## src/rtl/fetch_sequencer_pkg.sv

```systemverilog
// Shared types and constants for the fetch sequencer: state encoding and opcode map.
package seq_pkg;

    typedef enum logic [2:0] {
        S_IDLE    = 3'd0,
        S_FETCH   = 3'd1,
        S_LOAD_IR = 3'd2,
        S_DECODE  = 3'd3,
        S_EXEC    = 3'd4,
        S_WRITE   = 3'd5,
        S_BRANCH  = 3'd6,
        S_HALT    = 3'd7
    } state_e;

    localparam logic [3:0] OP_NOP    = 4'b0000;
    localparam logic [3:0] OP_ALU_LO = 4'b0001;
    localparam logic [3:0] OP_ALU_HI = 4'b0111;
    localparam logic [3:0] OP_JMP    = 4'b1000;
    localparam logic [3:0] OP_BZ     = 4'b1001;
    localparam logic [3:0] OP_HALT   = 4'b1111;

    localparam int OPC_MSB = 15;
    localparam int OPC_LSB = 12;

    function automatic logic is_alu_op(input logic [3:0] op);
        return (op >= OP_ALU_LO) && (op <= OP_ALU_HI);
    endfunction

endpackage

```

## src/rtl/fetch_sequencer_timeout_ctr.sv

```systemverilog
// Counts idle FETCH cycles; tc_o flags the last permitted idle cycle before a fault.
module fetch_timeout_ctr #(
    parameter int WAIT_MAX = 15
) (
    input  logic clk,
    input  logic rst,
    input  logic clr_i,
    input  logic en_i,
    output logic tc_o
);

    localparam logic [7:0] TC_VAL = 8'(WAIT_MAX - 1);

    logic [7:0] cnt_q;
    logic [7:0] cnt_d;

    // next count: clear wins over increment
    always_comb begin
        cnt_d = cnt_q;
        if (clr_i) begin
            cnt_d = 8'd0;
        end else if (en_i) begin
            cnt_d = cnt_q + 8'd1;
        end else begin
            cnt_d = cnt_q;
        end
    end

    // count register
    always_ff @(posedge clk or posedge rst) begin
        if (rst) begin
            cnt_q <= 8'd0;
        end else begin
            cnt_q <= cnt_d;
        end
    end

    assign tc_o = (cnt_q == TC_VAL);

endmodule

```

## src/rtl/fetch_sequencer.sv

```systemverilog
// Multi-cycle fetch/decode/execute control FSM with registered Moore strobes.
// Optional macro SEQ_PERF_CNT_EN adds a 32-bit retired-instruction counter output.
module fetch_sequencer
    import seq_pkg::*;
#(
    parameter int DATA_W   = 16,
    parameter int WAIT_MAX = 15
) (
    input  logic              clk,
    input  logic              rst,
    input  logic              start,
    input  logic [DATA_W-1:0] instr,
    input  logic              zero,
    input  logic              mem_ready,
    output logic              mem_rd,
    output logic              ir_load,
    output logic              pc_start,
    output logic              pc_enable,
    output logic              pc_branch,
    output logic              reg_out_en,
    output logic              alu_en,
    output logic              reg_wr,
    output logic              halted,
    output logic              fault
`ifdef SEQ_PERF_CNT_EN
    ,
    output logic [31:0]       retired
`endif
);

    state_e     state_q, state_d;
    logic       pc_start_q, pc_start_d;
    logic       fault_q, fault_d;
    logic       mem_rd_q, ir_load_q, pc_enable_q, pc_branch_q;
    logic       reg_out_en_q, alu_en_q, reg_wr_q, halted_q;
    logic [3:0] opcode_s;
    logic       tmo_tc_s;
    logic       unused_instr_s;

    assign opcode_s       = instr[OPC_MSB:OPC_LSB];
    assign unused_instr_s = ^instr[OPC_LSB-1:0];

    fetch_timeout_ctr #(
        .WAIT_MAX (WAIT_MAX)
    ) u_tmo (
        .clk   (clk),
        .rst   (rst),
        .clr_i (state_q != S_FETCH),
        .en_i  ((state_q == S_FETCH) && !mem_ready),
        .tc_o  (tmo_tc_s)
    );

    // next-state decode; IDLE spends one extra cycle emitting pc_start
    always_comb begin
        state_d    = state_q;
        pc_start_d = 1'b0;
        fault_d    = fault_q;
        case (state_q)
            S_IDLE: begin
                if (pc_start_q) begin
                    state_d = S_FETCH;
                end else if (start) begin
                    pc_start_d = 1'b1;
                end else begin
                    state_d = S_IDLE;
                end
            end
            S_FETCH: begin
                if (mem_ready) begin
                    state_d = S_LOAD_IR;
                end else if (tmo_tc_s) begin
                    state_d = S_HALT;
                    fault_d = 1'b1;
                end else begin
                    state_d = S_FETCH;
                end
            end
            S_LOAD_IR: state_d = S_DECODE;
            S_DECODE: begin
                case (opcode_s)
                    OP_JMP:  state_d = S_BRANCH;
                    OP_BZ:   state_d = zero ? S_BRANCH : S_FETCH;
                    OP_HALT: state_d = S_HALT;
                    default: state_d = is_alu_op(opcode_s) ? S_EXEC : S_FETCH;
                endcase
            end
            S_EXEC:   state_d = S_WRITE;
            S_WRITE:  state_d = S_FETCH;
            S_BRANCH: state_d = S_FETCH;
            S_HALT:   state_d = S_HALT;
            default:  state_d = S_IDLE;
        endcase
    end

    // state and strobes are registered from the next state so each output tracks its state exactly
    always_ff @(posedge clk or posedge rst) begin
        if (rst) begin
            state_q      <= S_IDLE;
            pc_start_q   <= 1'b0;
            fault_q      <= 1'b0;
            mem_rd_q     <= 1'b0;
            ir_load_q    <= 1'b0;
            pc_enable_q  <= 1'b0;
            pc_branch_q  <= 1'b0;
            reg_out_en_q <= 1'b0;
            alu_en_q     <= 1'b0;
            reg_wr_q     <= 1'b0;
            halted_q     <= 1'b0;
        end else begin
            state_q      <= state_d;
            pc_start_q   <= pc_start_d;
            fault_q      <= fault_d;
            mem_rd_q     <= (state_d == S_FETCH);
            ir_load_q    <= (state_d == S_LOAD_IR);
            pc_enable_q  <= (state_d == S_LOAD_IR);
            pc_branch_q  <= (state_d == S_BRANCH);
            reg_out_en_q <= (state_d == S_BRANCH);
            alu_en_q     <= (state_d == S_EXEC);
            reg_wr_q     <= (state_d == S_WRITE);
            halted_q     <= (state_d == S_HALT);
        end
    end

    assign mem_rd     = mem_rd_q;
    assign ir_load    = ir_load_q;
    assign pc_start   = pc_start_q;
    assign pc_enable  = pc_enable_q;
    assign pc_branch  = pc_branch_q;
    assign reg_out_en = reg_out_en_q;
    assign alu_en     = alu_en_q;
    assign reg_wr     = reg_wr_q;
    assign halted     = halted_q;
    assign fault      = fault_q;

`ifdef SEQ_PERF_CNT_EN
    logic [31:0] retired_q;

    // count every decoded instruction except HALT; wraps naturally
    always_ff @(posedge clk or posedge rst) begin
        if (rst) begin
            retired_q <= 32'd0;
        end else if ((state_q == S_DECODE) && (opcode_s != OP_HALT)) begin
            retired_q <= retired_q + 32'd1;
        end else begin
            retired_q <= retired_q;
        end
    end

    assign retired = retired_q;
`endif

endmodule

```

## config.mk

```make
export PLATFORM = sky130hd
export DESIGN_NAME = fetch_sequencer
export DESIGN_NICKNAME = d
export VERILOG_FILES = /design/src/rtl/fetch_sequencer_pkg.sv /design/src/rtl/fetch_sequencer_timeout_ctr.sv /design/src/rtl/fetch_sequencer.sv
export SDC_FILE = /design/constraint.sdc
export NUM_CORES = 1
export LEC_CHECK = 0
export BUFFER_PORTS_ARGS = -buffer_cell sky130_fd_sc_hd__clkbuf_2
export CAP_MARGIN = 20
export CORE_ASPECT_RATIO = 1.5
export CORE_UTILIZATION = 46
export CTS_BUF_LIST = sky130_fd_sc_hd__clkbuf_8
export DETAILED_ROUTE_END_ITERATION = 10
export PLACE_DENSITY = 0.72
export REMOVE_ABC_BUFFERS = 1
export SETUP_SLACK_MARGIN = 0.4
export SYNTH_ARGS = -nofsm -noshare
export SYNTH_HDL_FRONTEND = slang
export SYNTH_SLANG_ARGS = --single-unit
```

## constraint.sdc

```tcl
create_clock -name clk -period 1.7 [get_ports clk]
set_clock_uncertainty 0.15 [all_clocks]
set_input_delay 0.17 -clock clk [delete_from_list [all_inputs] [get_ports clk]]
set_output_delay 0.17 -clock clk [all_outputs]
set_load 0.02 [all_outputs]
```

# --- Word level (Yosys, flattened, before mapping) ---
# Index checks and enable logic that the tools add are counted.
totals:
  register_bits: 19
  inputBits: 21
  out_inout_bits: 10
  wordCells: 52
classes:
  addsub: 1
  magnitude_cmp: 2
  n_eq_ne: 18
  n_mux: 13
  bitwise: 1
  reduce_logical: 7
op_table:
  columns: ["cell", "n"]
  rows:
  - ["3-bit == test (second input constant)", 8]
  - ["3-bit one-hot mux with 7 select lines", 1]
  - ["3-bit two-way mux", 6]
  - ["8-bit two-way mux", 2]
  - ["4-bit == test (second input constant)", 3]
  - ["3-bit by 2-bit == test with 1-bit output (second input constant)", 3]
  - ["3-bit one-hot mux with 3 select lines", 1]
  - ["8-bit by 1-bit adder with 8-bit output (second input constant)", 1]
  - ["8-bit by 4-bit == test with 1-bit output (second input constant)", 1]
  - ["3-bit by 1-bit == test with 1-bit output (second input constant)", 2]
  - ["4-bit by 1-bit >= comparator with 1-bit output (second input constant)", 1]
  - ["4-bit by 3-bit less-or-equal comparator with 1-bit output (second input constant)", 1]
  - ["3-bit zero test", 1]
  - ["1-bit two-way mux", 3]
  - ["3-bit by 1-bit != test with 1-bit output (second input constant)", 1]
  - ["3-bit AND reduction", 1]
  - ["1-bit logical AND", 2]
  - ["2-bit nonzero test", 1]
  - ["2-bit OR reduction", 1]
  - ["1-bit zero test", 1]
  - ["1-bit inverter", 1]

# --- Logic depth before layout (Yosys ltp) ---
# Gate-level depths: netlist of the first run.
depth:
  depth_word: 6
  mapped_depth: 6
  ltp_nobuf: 6

# --- By module ---
# A second synthesis of the first run with hierarchy kept.
unflattened:
  cells_unflattened: 95
  hier_area_um2: 988.4
by_module_without_submodules:
  columns: ["module", "instances", "cells_per_inst", "area_each_um2", "seq_area_each_um2"]
  rows:
  - ["fetch_sequencer", 1, 53, 561.8, 275.3]
  - ["fetch_timeout_ctr", 1, 42, 426.7, 200.2]

# --- Worst setup path after synthesis of the first run ---
# OpenSTA, ideal clock, no wires.
synth_timing:
  path_kind: "register to register"
  startpoint: "register state_q[2]"
  endpoint: "register alu_en_q (netlist: alu_en)"
  setup_time_ns: 0.068
  arrival_ns: 1.514
  required_ns: 1.482
  path_slack_ns: -0.032
  stages_incl_launch_ff: 6
  path_buffers: 1
  period_less_slack_ns: 1.732
  cell_sequence: "dfrtp_1 or3b_1 buf_6 nor4_4 a221oi_2 and4b_1"
synth_via:
  elab_chain_len: 4
  word_cells_on_any_way: 13
  classes_between: "8 x eq/ne; 3 x mux; 2 x reduce/logical"
synth_lines:
  columns: ["element", "line_no", "rtl"]
  rows:
  - ["start, declared", "fetch_sequencer.sv:31", "state_e state_q, state_d;"]
  - ["start signal, assigned", "fetch_sequencer.sv:110", "state_q <= state_d;"]
  - ["3-bit == test or 3-bit two-way mux (tied branches)", "fetch_sequencer.sv:58, fetch_sequencer.sv:62", null]
  - ["2-bit OR reduction (no line) or 3-bit two-way mux (tied branches)", null, null]
  - ["3-bit one-hot mux with 7 select lines *", "fetch_sequencer.sv:58", "case (state_q)"]
  - ["3-bit == test *", "fetch_sequencer.sv:118", "alu_en_q <= (state_d == S_EXEC);"]
  - ["end signal, assigned", "fetch_sequencer.sv:118", null]
  - ["end, declared", "fetch_sequencer.sv:35", "logic reg_out_en_q, alu_en_q, reg_wr_q, halted_q;"]
# Mark *: on every way between the ends. The rest lies on a longest branch, timed or not.
# A chain may end at the register's enable or synchronous reset.

# --- Worst setup path after layout of the first run ---
layout_timing:
  startpoint: "register u_tmo.cnt_q[4]"
  endpoint: "register alu_en_q (netlist: alu_en)"
layout_via:
  elab_chain_len: 5
layout_lines:
  columns: ["element", "line_no", "rtl"]
  rows:
  - ["start, declared", "fetch_sequencer_timeout_ctr.sv:14", "logic [7:0] cnt_q;"]
  - ["start signal, assigned", "fetch_sequencer_timeout_ctr.sv:34", "cnt_q <= cnt_d;"]
  - ["8-bit by 4-bit == test with 1-bit output", "fetch_sequencer_timeout_ctr.sv:38", "assign tc_o = (cnt_q == TC_VAL);"]
  - ["3-bit two-way mux", "fetch_sequencer.sv:71", "end else if (tmo_tc_s) begin"]
  - ["3-bit two-way mux", "fetch_sequencer.sv:69", "if (mem_ready) begin"]
  - ["3-bit one-hot mux with 7 select lines", "fetch_sequencer.sv:58", null]
  - ["3-bit == test", "fetch_sequencer.sv:118", null]
# Every way passes these cells.

==> summary.txt, run 1 <==
Status
  • Status: finished clean

Power and ir drop
  • Power Density: 1386 nW/µm²
  • Leak pwr: around 0.64 nW
  • Max IR drop VDD: 0.7486 mV
  • Total power: 1.907 mW

Run
  • Max-Cap Viols: 0

Final layout
  • Diode count: 0
  • Util after Layout: 72.37%
  • Post-route cell area: around 1400 µm²
  • Area Overhead vs Synth: 42.67%
  • Ratio of cells with drive above 1 in the final layout: about half
  • Nets@finish: 153
  • Fillers: between 100 and 150

Place
  • HPWL Detailed: 1.345 mm
  • Port bufs: 18
  • RD Place Congestion: ~0.74
  • Placed cell area: 1104 µm²

Clocking
  • Clock slew at reported path FFs: around 70 ps
  • Clock root buffer: clkbuf_8
  • Clock insertion delay at the later pin of the skew report: 250 ps
  • Total CTS buffers: 3
  • Max clock buf depth: 2
  • CTS H-tree lvls: 1
  • CTS tree: built
  • CTS sink cnt: 19

Synth
  • Async set or reset register ratio after synthesis: 100.0%
  • Post-Syn Area: 964.7 µm²
  • Number of synthesized flops with an enable pin: 0
  • Predominant post-synthesis flop cell: dfrtp_1
  • Post-synthesis simple-gate area fraction: approximately 26%
  • Post-Synth XOR/XNOR Area: 7.263%
  • Avg Inst Size Synth: 10.26 µm²
  • Seq/Total Area, Yosys: 49.29%
  • Post-synthesis compound-gate area fraction: 9.468%
  • Ys Warns: 0
  • Main combinational cell family by area after synthesis: simple AND/OR/NAND/NOR gates
  • Flops & latches, synth: 19
  • Library cells used by synthesis: 35
  • Multiplexer share of the synthesized area: 0%
  • Syn Inst Count: 94
  • Post-Synth Adder-Cell Area: under 10%

Floorplanning
  • Num rows: 19
  • Die W: 39.39 µm
  • Die Area: around 2300 µm²
  • DIE HEIGHT: slightly below 60 µm
  • IO Pins: 31
  • Core Area: between 1500 and 2000 µm²
  • Initial core utilization: 50.72%

Setup path
  • Worst-path fanout max: 5
  • Crit end category: register
  • Crit start category: register
  • Critical Path AT: 1740 ps
  • CP peak stage delay: about 400 ps
  • Crit-path leading delay family: simple AND/OR/NAND/NOR gates
  • WS Path Type: reg -> reg
  • Critical path buffers and inverters: 0
  • Crit-path cells: or3_4, nor4_4, a221oi_4, and4b_1
  • CP max stage cell: or3_4
  • CP required: 1740 ps

Drt
  • DRT met1 WL: 916 µm
  • DRC Markers: 0
  • Met3 WL: 44 µm
  • Vias per std cell: 5.447
  • Antenna-violating nets left: 0
  • First-pass DRT Iterations: 4
  • Via count: 817
  • First DRT Iteration DRCs: 15
  • Average wire per standard cell: about 16 µm
  • Met2 wire length: 1.324 mm
  • Uppermost routed layer: met4
  • WL final: roughly 2.3 mm

GRT
  • Initial antenna violation count: 0
  • Number of global-route vias before repair: 859
  • Grt total ovfl: 0
  • Total track usage: between 20% and 30%
  • First-pass GRT wire length: 3.677 mm
  • Largest net degree at the start of global routing: 20

STA
  • Final setup viols: 0
  • Rel. slew slack: 68.14%
  • Hold Fails Final Rpt: 0
  • Total negative slack: 0 ps
  • RSZ-0062 raised after global routing: yes
  • Fmax achieved: between 500 and 600 MHz
  • Max Slew Vio Count: 0
  • Minimum clock period: 1697 ps
  • Worst Tran Pin Value: 470.4 ps
  • Period utilization: approximately 100%

Hold path
  • Worst hold path type: in -> reg
## layer usage
metal | vias to the layer above | track usage, %
met3 | 6 | 2.682
met2 | 15 | 41.90
met5 | - | 0
li1 | 393 | -
met4 | 0 | 11.33
met1 | 403 | 25.77
## what timing repair did
item | in CTS | in global routing
pin swaps | 14 | 8
setup endpoints to repair | 16 | 35
cloned | 1 | 0
endpoints found under the hold margin | 19 | 0
setup buffers | 8 | 1
hold buffers | 1 | 0
resized for setup | 20 | 16
## cells in the final DEF, fill, tap and decap left out, types with 2 or more instances in the layout
cell type / instances
inv_2: 2
dfrtp_1: 19
o311ai_1: 2
nor2_4: 2
nor2_1: 11
nand3_1: 2
xor2_1: 6
and3_4: 2
buf_6: 8
clkbuf_8: 3
nand2_1: 2
a211oi_1: 2
buf_4: 10
nand4_1: 2
clkbuf_2: 18
nor4_4: 2
nand2_2: 3
and3_1: 2
a21oi_1: 2
## where the power goes
group / total (mW) / switching, mW / internal [mW] / leakage (nW)
Sequential: 0.610 / 0.0625 / 0.548 / 0.254
Combinational: 0.983 / 0.531 / 0.452 / 0.360
Clock: 0.313 / 0.151 / 0.163 / 0.0255
## kinds of logic after synthesis
logic type      count (synthesis)
fa+ha+maj                       2
compound gates                 12
flops                          19
xor+xnor                        8
simple gates                   43
buf+inv                        10
## worst register-to-register path: stages (launching register included)
cell	delay (ps)
dfrtp_1	380
or3_4	410
nor4_4	340
a221oi_4	90
and4b_1	280
## state kept, by name, summed over array words and instances, names as in the netlist
signal,flops
halted,1
reg_wr,1
alu_en,1
u_tmo.cnt_q,8
state_q,3
pc_start,1
pc_enable,1
reg_out_en,1
fault,1
mem_rd,1
## synth_stat cells (2+ instances only)
cell type | instances | area, µm²
nand4_1 | 2 | 12.51
nor4_1 | 2 | 12.51
nor2_1 | 14 | 52.55
xnor2_1 | 2 | 17.52
nor2b_1 | 2 | 12.51
ha_1 | 2 | 25.02
a21oi_1 | 3 | 15.01
dfrtp_1 | 19 | 475.5
clkbuf_1 | 3 | 11.26
a211oi_1 | 2 | 15.01
nand2_1 | 5 | 18.77
buf_4 | 2 | 15.01
inv_1 | 4 | 15.01
and3_1 | 4 | 25.02
o311ai_1 | 2 | 17.52
nand3_1 | 2 | 10.01
xor2_1 | 6 | 52.55
## through the flow
stage	hold slack, ps	instances	worst slack (ps)
detailed placement	162.5	135	-24.53
CTS	35.48	149	22.24
global placement	142.8	135	-12.07
finish	74.05	150	2.545
floorplan	-28.87	88	-145.2
global route	67.00	150	-63.42
## cell type report
type	count	area, µm²	share of cell area, %
Sequential cell	19	475.5	34.55
Tap cell	21	26.28	1.909
Multi-Input combinational cell	65	544.3	39.55
Inverter	4	18.77	1.364
Clock buffer	3	41.29	3.000
Clock inverter	1	5.005	0.3636
Timing Repair Buffer	37	265.3	19.27
## path summary, 6_finish.rpt
kind	start	to	slack (ps)	depth (start not counted)
worst max-delay path	u_tmo.cnt_q[4]	alu_en	3	4
worst min-delay path	start	pc_start	70	2
worst max register to register	u_tmo.cnt_q[4]	alu_en	3	4
worst min register to register	fault	fault	350	1
max in group asynchronous	rst	alu_en	840	3
min in group asynchronous	rst	reg_wr	300	3
No activity file was read; power rests on OpenSTA's default activity.
==> run 2, diff against run 1 <==
--- a/config.mk
+++ b/config.mk
@@ -7,11 +7,10 @@
 export LEC_CHECK = 0
 export BUFFER_PORTS_ARGS = -buffer_cell sky130_fd_sc_hd__clkbuf_2
 export CAP_MARGIN = 20
-export CORE_ASPECT_RATIO = 1.5
-export CORE_UTILIZATION = 46
+export CORE_UTILIZATION = 50
 export CTS_BUF_LIST = sky130_fd_sc_hd__clkbuf_8
 export DETAILED_ROUTE_END_ITERATION = 10
-export PLACE_DENSITY = 0.72
+export PLACE_DENSITY = 0.75
 export REMOVE_ABC_BUFFERS = 1
 export SETUP_SLACK_MARGIN = 0.4
 export SYNTH_ARGS = -nofsm -noshare
==> constraint.sdc (replaced) <==
create_clock -name clk -period 1.79 [get_ports clk]
set_clock_uncertainty 0.15 [all_clocks]
set_input_delay 0.179 -clock clk [delete_from_list [all_inputs] [get_ports clk]]
set_output_delay 0.179 -clock clk [all_outputs]
set_load 0.02 [all_outputs]
==> summary.txt, run 2 (same netlist as run 1, synthesis figures left out) <==
Status
  • Status: finished clean (unchanged)

Drt
  • Vias per std cell: 5.409 (was 5.447)
  • WL final: 1.938 mm (was 2.338 mm)
  • First DRT Iteration DRCs: 16 (was 15)
  • DRC Markers: 0 (unchanged)
  • Average wire per standard cell: 13.01 µm (was 15.59 µm)
  • Antenna-violating nets left: 0 (unchanged)
  • Via count: 806 (was 817)
  • First-pass DRT Iterations: 4 (unchanged)

STA
  • Rel. slew slack: 52.82% (was 68.14%)
  • Period utilization: 94.88% (was 99.85%)
  • RSZ-0062 raised after global routing: yes (unchanged)
  • Fmax achieved: 588.8 MHz (was 589.1 MHz)
  • Minimum clock period: 1698 ps (was 1697 ps)
  • Final setup viols: 0 (unchanged)
  • Max Slew Vio Count: 0 (unchanged)
  • Total negative slack: 0 ps (unchanged)
  • Worst Tran Pin Value: 706.8 ps (was 470.4 ps)
  • Hold Fails Final Rpt: 0 (unchanged)

Setup path
  • Worst reg2reg path endpoint: alu_en (unchanged)
  • Critical Path AT: 1740 ps (about the same)
  • Crit end category: register (unchanged)
  • Worst-path fanout max: 5 (unchanged)
  • WS Path Type: reg -> reg (unchanged)
  • Reg2reg path depth: 4 (unchanged)
  • CP required: 1830 ps (was 1740 ps)
  • Flop-to-flop setup slack: 90 ps (was 3 ps)
  • RR Startpoint: u_tmo.cnt_q[7] (was u_tmo.cnt_q[4])
  • CP startpoint: u_tmo.cnt_q[7] (was u_tmo.cnt_q[4])
  • Crit start category: register (unchanged)

Power and ir drop
  • Power Density: 1267 nW/µm² (was 1386 nW/µm²)
  • Max IR drop VDD: 0.6911 mV (was 0.7486 mV)
  • Leak pwr: 0.6158 nW (was 0.6398 nW)

Hold path
  • Hold Path Stages: 2 (unchanged)
  • Worst hold path type: in -> reg (unchanged)
  • Hold-critical path endpoint: pc_start (unchanged)
  • Min-delay src: start (unchanged)

GRT
  • Largest net degree at the start of global routing: 20 (unchanged)
  • Grt total ovfl: 0 (unchanged)
  • First-pass GRT wire length: 3.042 mm (was 3.677 mm)
  • Number of global-route vias before repair: 724 (was 859)
  • Initial antenna violation count: 0 (unchanged)
  • Total track usage: 20.71% (was 23.39%)

Floorplanning
  • DIE HEIGHT: 45.93 µm (was 58.09 µm)
  • Die Area: 2109 µm² (was 2288 µm²)
  • Core Area: 1764 µm² (was 1902 µm²)
  • Num rows: 15 (was 19)
  • Die W: 45.93 µm (was 39.39 µm)
  • Initial core utilization: 54.68% (was 50.72%)
  • IO Pins: 31 (unchanged)

Clocking
  • Max clock buf depth: 2 (unchanged)
  • Clock slew at reported path FFs: 70 ps (about the same)
  • CTS tree: built (unchanged)
  • CTS sink cnt: 19 (unchanged)
  • Clock root buffer: clkbuf_8 (unchanged)
  • CTS H-tree lvls: 1 (unchanged)
  • Total CTS buffers: 3 (unchanged)
  • Clock insertion delay at the later pin of the skew report: 250 ps (about the same)

Final layout
  • Register area: 475.5 µm² (unchanged)
  • Largest registers: u_tmo.cnt_q (8), state_q (3) (unchanged)
  • Nets@finish: 148 (was 153)
  • Max FFs per register: 8 (unchanged)
  • Util after Layout: 70.57% (was 72.37%)
  • Most frequent cells in the layout: dfrtp_1, clkbuf_2, nor2_1, buf_4, xor2_1 (was dfrtp_1, clkbuf_2, nor2_1, buf_4, buf_6)
  • Ratio of cells with drive above 1 in the final layout: 35.48% (was 48.84%)
  • Post-route cell area: 1245 µm² (was 1376 µm²)
  • Most common cell after layout, fill and taps aside: dfrtp_1 (unchanged)
  • Fillers: 132 (was 148)
  • Multi-input gate area: 475.5 µm² (was 544.3 µm²)
  • Diode count: 0 (unchanged)
  • Largest reg by FF count: u_tmo.cnt_q (unchanged)
  • Area Overhead vs Synth: 29.05% (was 42.67%)

Run
  • Max-Cap Viols: 0 (unchanged)

Place
  • HPWL Detailed: 1.264 mm (was 1.345 mm)
  • Port bufs: 18 (unchanged)
  • RD Place Congestion: 0.7450 (was 0.7390)
  • Placed cell area: 1094 µm² (was 1104 µm²)
[run 2: worst max-delay path, cell delays in order, from the launching register on]
cell and delay, ps:
dfrtp_1 380, or3_4 410, nor4_4 320, a221oi_2 100, and4b_1 280
[run 2: stage by stage]
step / std cells / hold WS [ps] / power, mW / worst slack [ps]
CTS: 147 / 32.55 / 1.550 / 116.9
detailed placement: 137 / 155.0 / 1.217 / 15.87
finish: 149 / 30.67 / 1.578 / 91.57
floorplan: 88 / -19.87 / 0.9790 / -55.21
global route: 149 / 46.83 / 1.675 / 37.34
global placement: 137 / 140.2 / 1.198 / 18.03
[run 2: repair_timing]
action / 4_1_cts / 5_1_grt
resized for setup: 7 / 3
pin swaps: 5 / 3
hold buffers: 1 / 0
endpoints found under the setup margin: 9 / 10
buffers inserted: 5 / 2
endpoints found under the hold margin: 19 / 0
[run 2: how the worst max path moves through the flow]
| stage | end | slack, ps |
|---|---|---|
| after detailed placement | alu_en | 20 |
| after floorplan | alu_en | -60 |
| final | alu_en | 90 |
| after global routing | alu_en | 40 |
| after CTS | alu_en | 120 |
| after global placement | alu_en | 20 |
[run 2: final cells by class]
| type | count | share of cell area, % |
|---|---|---|
| flip-flops and latches | 19 | 38.19 |
| multi-input cells | 65 | 38.19 |
| repair buffers | 32 | 16.18 |
| clock buffers | 3 | 3.317 |
| well taps | 25 | 2.513 |
| inverters | 4 | 1.206 |
| clock inverters | 1 | 0.4020 |
[run 2: power by group]
group / switching [mW] / internal [mW] / total, mW
Sequential: 0.0424 / 0.520 / 0.562
Combinational: 0.412 / 0.314 / 0.726
Clock: 0.135 / 0.154 / 0.289
[run 2: per-layer routing]
layer | track usage, % | vias up | share of wire [%]
met5 | 0 | - | 0
met4 | 8.824 | 0 | 1.2
met3 | 3.571 | 4 | 3.4
met2 | 36.34 | 20 | 52
met1 | 24.50 | 396 | 43
li1 | - | 386 | -
==> run 3, diff against run 2 <==
--- a/config.mk
+++ b/config.mk
@@ -7,10 +7,10 @@
 export LEC_CHECK = 0
 export BUFFER_PORTS_ARGS = -buffer_cell sky130_fd_sc_hd__clkbuf_2
 export CAP_MARGIN = 20
-export CORE_UTILIZATION = 50
+export CORE_UTILIZATION = 55
 export CTS_BUF_LIST = sky130_fd_sc_hd__clkbuf_8
 export DETAILED_ROUTE_END_ITERATION = 10
-export PLACE_DENSITY = 0.75
+export PLACE_DENSITY = 0.81
 export REMOVE_ABC_BUFFERS = 1
 export SETUP_SLACK_MARGIN = 0.4
 export SYNTH_ARGS = -nofsm -noshare
==> constraint.sdc (replaced) <==
create_clock -name clk -period 2.1 [get_ports clk]
set_clock_uncertainty 0.15 [all_clocks]
set_input_delay 0.21 -clock clk [delete_from_list [all_inputs] [get_ports clk]]
set_output_delay 0.21 -clock clk [all_outputs]
set_load 0.02 [all_outputs]
==> summary.txt, run 3 (same netlist as run 1, synthesis figures left out) <==
Status
  • Status: complete, but fails checks (was finished clean)
  • Violated checks: DRC

Drt
  • Antenna-violating nets left: 0 (unchanged)
  • Via count: 740 (was 806)
  • DRC Markers: 2 (was 0)
  • Vias per std cell: 5.564 (was 5.409)
  • First-pass DRT Iterations: 8 (was 4)
  • First DRT Iteration DRCs: 12 (was 16)
  • Average wire per standard cell: 13.86 µm (was 13.01 µm)
  • WL final: 1.844 mm (was 1.938 mm)

Power and ir drop
  • Leak pwr: 0.5796 nW (was 0.6158 nW)
  • Psw: 0.4797 mW (was 0.5899 mW)
  • Max IR drop VDD: 0.8959 mV (was 0.6911 mV)
  • Switching share of power: 37.38% (was 37.39%)
  • Combinational share of power: 43.6% (was 46.0%)
  • Part of the power in registers: 37.7% (was 35.6%)
  • Power Density: 1120 nW/µm² (was 1267 nW/µm²)
  • Clk pwr share: 18.7% (was 18.3%)
  • Internal Power: 0.8037 mW (was 0.9879 mW)

Floorplanning
  • Initial core utilization: 61.19% (was 54.68%)
  • IO Pins: 31 (unchanged)
  • Die Area: 1925 µm² (was 2109 µm²)
  • Die W: 43.88 µm (was 45.93 µm)
  • Core Area: 1577 µm² (was 1764 µm²)
  • DIE HEIGHT: 43.88 µm (was 45.93 µm)
  • Num rows: 14 (was 15)

STA
  • Hold Fails Final Rpt: 0 (unchanged)
  • Total negative slack: 0 ps (unchanged)
  • Worst Tran Pin Value: 694.4 ps (was 706.8 ps)
  • Minimum clock period: 1695 ps (was 1698 ps)
  • Max Slew Vio Count: 0 (unchanged)
  • Rel. slew slack: 53.66% (was 52.82%)
  • Final setup viols: 0 (unchanged)
  • Period utilization: 80.71% (was 94.88%)
  • RSZ-0062 raised after global routing: yes (unchanged)
  • Fmax achieved: 590.0 MHz (was 588.8 MHz)

Setup path
  • CP startpoint: u_tmo.cnt_q[7] (unchanged)
  • CP required: 2140 ps (was 1830 ps)
  • Flop-to-flop setup slack: 410 ps (was 90 ps)
  • Crit start category: register (unchanged)
  • Worst reg2reg path endpoint: alu_en (unchanged)
  • Crit end category: register (unchanged)
  • Reg2reg path depth: 4 (unchanged)
  • WS Path Type: reg -> reg (unchanged)
  • Critical path endpoint: alu_en (unchanged)
  • Worst-path fanout max: 5 (unchanged)
  • RR Startpoint: u_tmo.cnt_q[7] (unchanged)
  • Critical Path AT: 1730 ps (was 1740 ps)

Place
  • Placed cell area: 1060 µm² (was 1094 µm²)
  • Port bufs: 18 (unchanged)
  • RD Place Congestion: 0.7690 (was 0.7450)
  • HPWL Detailed: 1.304 mm (was 1.264 mm)

GRT
  • Largest net degree at the start of global routing: 20 (unchanged)
  • Initial antenna violation count: 0 (unchanged)
  • Grt total ovfl: 0 (unchanged)
  • Total track usage: 22.69% (was 20.71%)
  • First-pass GRT wire length: 3.132 mm (was 3.042 mm)
  • Number of global-route vias before repair: 690 (was 724)

Final layout
  • Largest registers: u_tmo.cnt_q (8), state_q (3) (unchanged)
  • Ratio of cells with drive above 1 in the final layout: 27.35% (was 35.48%)
  • Util after Layout: 72.70% (was 70.57%)
  • Largest reg by FF count: u_tmo.cnt_q (unchanged)
  • Most frequent cells in the layout: dfrtp_1, clkbuf_2, nor2_1, xor2_1, buf_4 (was dfrtp_1, clkbuf_2, nor2_1, buf_4, xor2_1)
  • Post-route cell area: 1146 µm² (was 1245 µm²)
  • Area Overhead vs Synth: 18.81% (was 29.05%)
  • Diode count: 0 (unchanged)
  • Fillers: 131 (was 132)
  • Max FFs per register: 8 (unchanged)
  • Nets@finish: 141 (was 148)

Clocking
  • Clock root buffer: clkbuf_8 (unchanged)
  • CTS sink cnt: 19 (unchanged)
  • Max clock buf depth: 2 (unchanged)
  • CTS H-tree lvls: 1 (unchanged)
  • CTS tree: built (unchanged)
  • Total CTS buffers: 3 (unchanged)
  • Clock insertion delay at the later pin of the skew report: 250 ps (about the same)
  • Clock slew at reported path FFs: 70 ps (about the same)

Run
  • Max-Cap Viols: 0 (unchanged)

Hold path
  • Worst hold path type: in -> reg (unchanged)
==> run 3: worst max-delay path, cell delays in order (launching register included) <==
cell and delay (ps):
dfrtp_1 410, or3_4 420, nor4_4 280, a221oi_2 100, and4b_1 280
==> run 3: worst min path at each step <==
stage | startpoint | endpoint | cells past startpoint
final | start | pc_start | 2
after global routing | start | pc_start | 2
after CTS | start | pc_start | 2
after detailed placement | rst | pc_start | 2
after global placement | rst | pc_start | 2
after floorplan | rst | alu_en | 1
==> run 3: area by class of cell <==
type                    instances  area, µm²  share of cell area, %
clock buffers                   3      41.29                  3.603
clock inverters                 1      3.754                 0.3275
inverters                       4      15.01                  1.310
multi-input cells              65      444.2                  38.76
flip-flops and latches         19      476.7                  41.59
well taps                      16      20.02                  1.747
repair buffers                 25      145.1                  12.66
==> run 3: through the flow <==
step                      setup WS (ps)  instances  hold slack [ps]  power (mW)
after detailed placement          246.3        125            178.8       1.014
after CTS                         391.1        132            47.04       1.288
final                             405.1        133            46.55       1.283
after global placement            266.8        125            181.8      0.9941
after floorplan                   254.8         88            11.13      0.8345
after global routing              315.3        133            73.52       1.371
==> run 3: power groups by stage <==
stage | Sequential (mW) | Combinational [mW] | Clock, mW
global placement | 0.495 | 0.499 | 0
floorplan | 0.589 | 0.245 | 0
global route | 0.492 | 0.620 | 0.259
finish | 0.484 | 0.559 | 0.240
detailed placement | 0.500 | 0.514 | 0
CTS | 0.484 | 0.559 | 0.245
==> run 3: timing repair <==
action / CTS / global route
endpoints found under the setup margin: 4 / 4
pin swaps: 1 / 0
setup buffers: 2 / 1
gates resized for setup: 3 / 0
endpoints found under the hold margin: 19 / 0
gates cloned: 0 / 0
hold buffers: 1 / 0
==> run 3: layer usage <==
layer  GRT usage, %  up-vias  part of all wire (%)
li1               -      370                     -
met5              0        -                     0
met3          5.000        2                   4.4
met1          29.38      349                    44
met2          38.81       19                    51
met4          5.455        0                  0.54
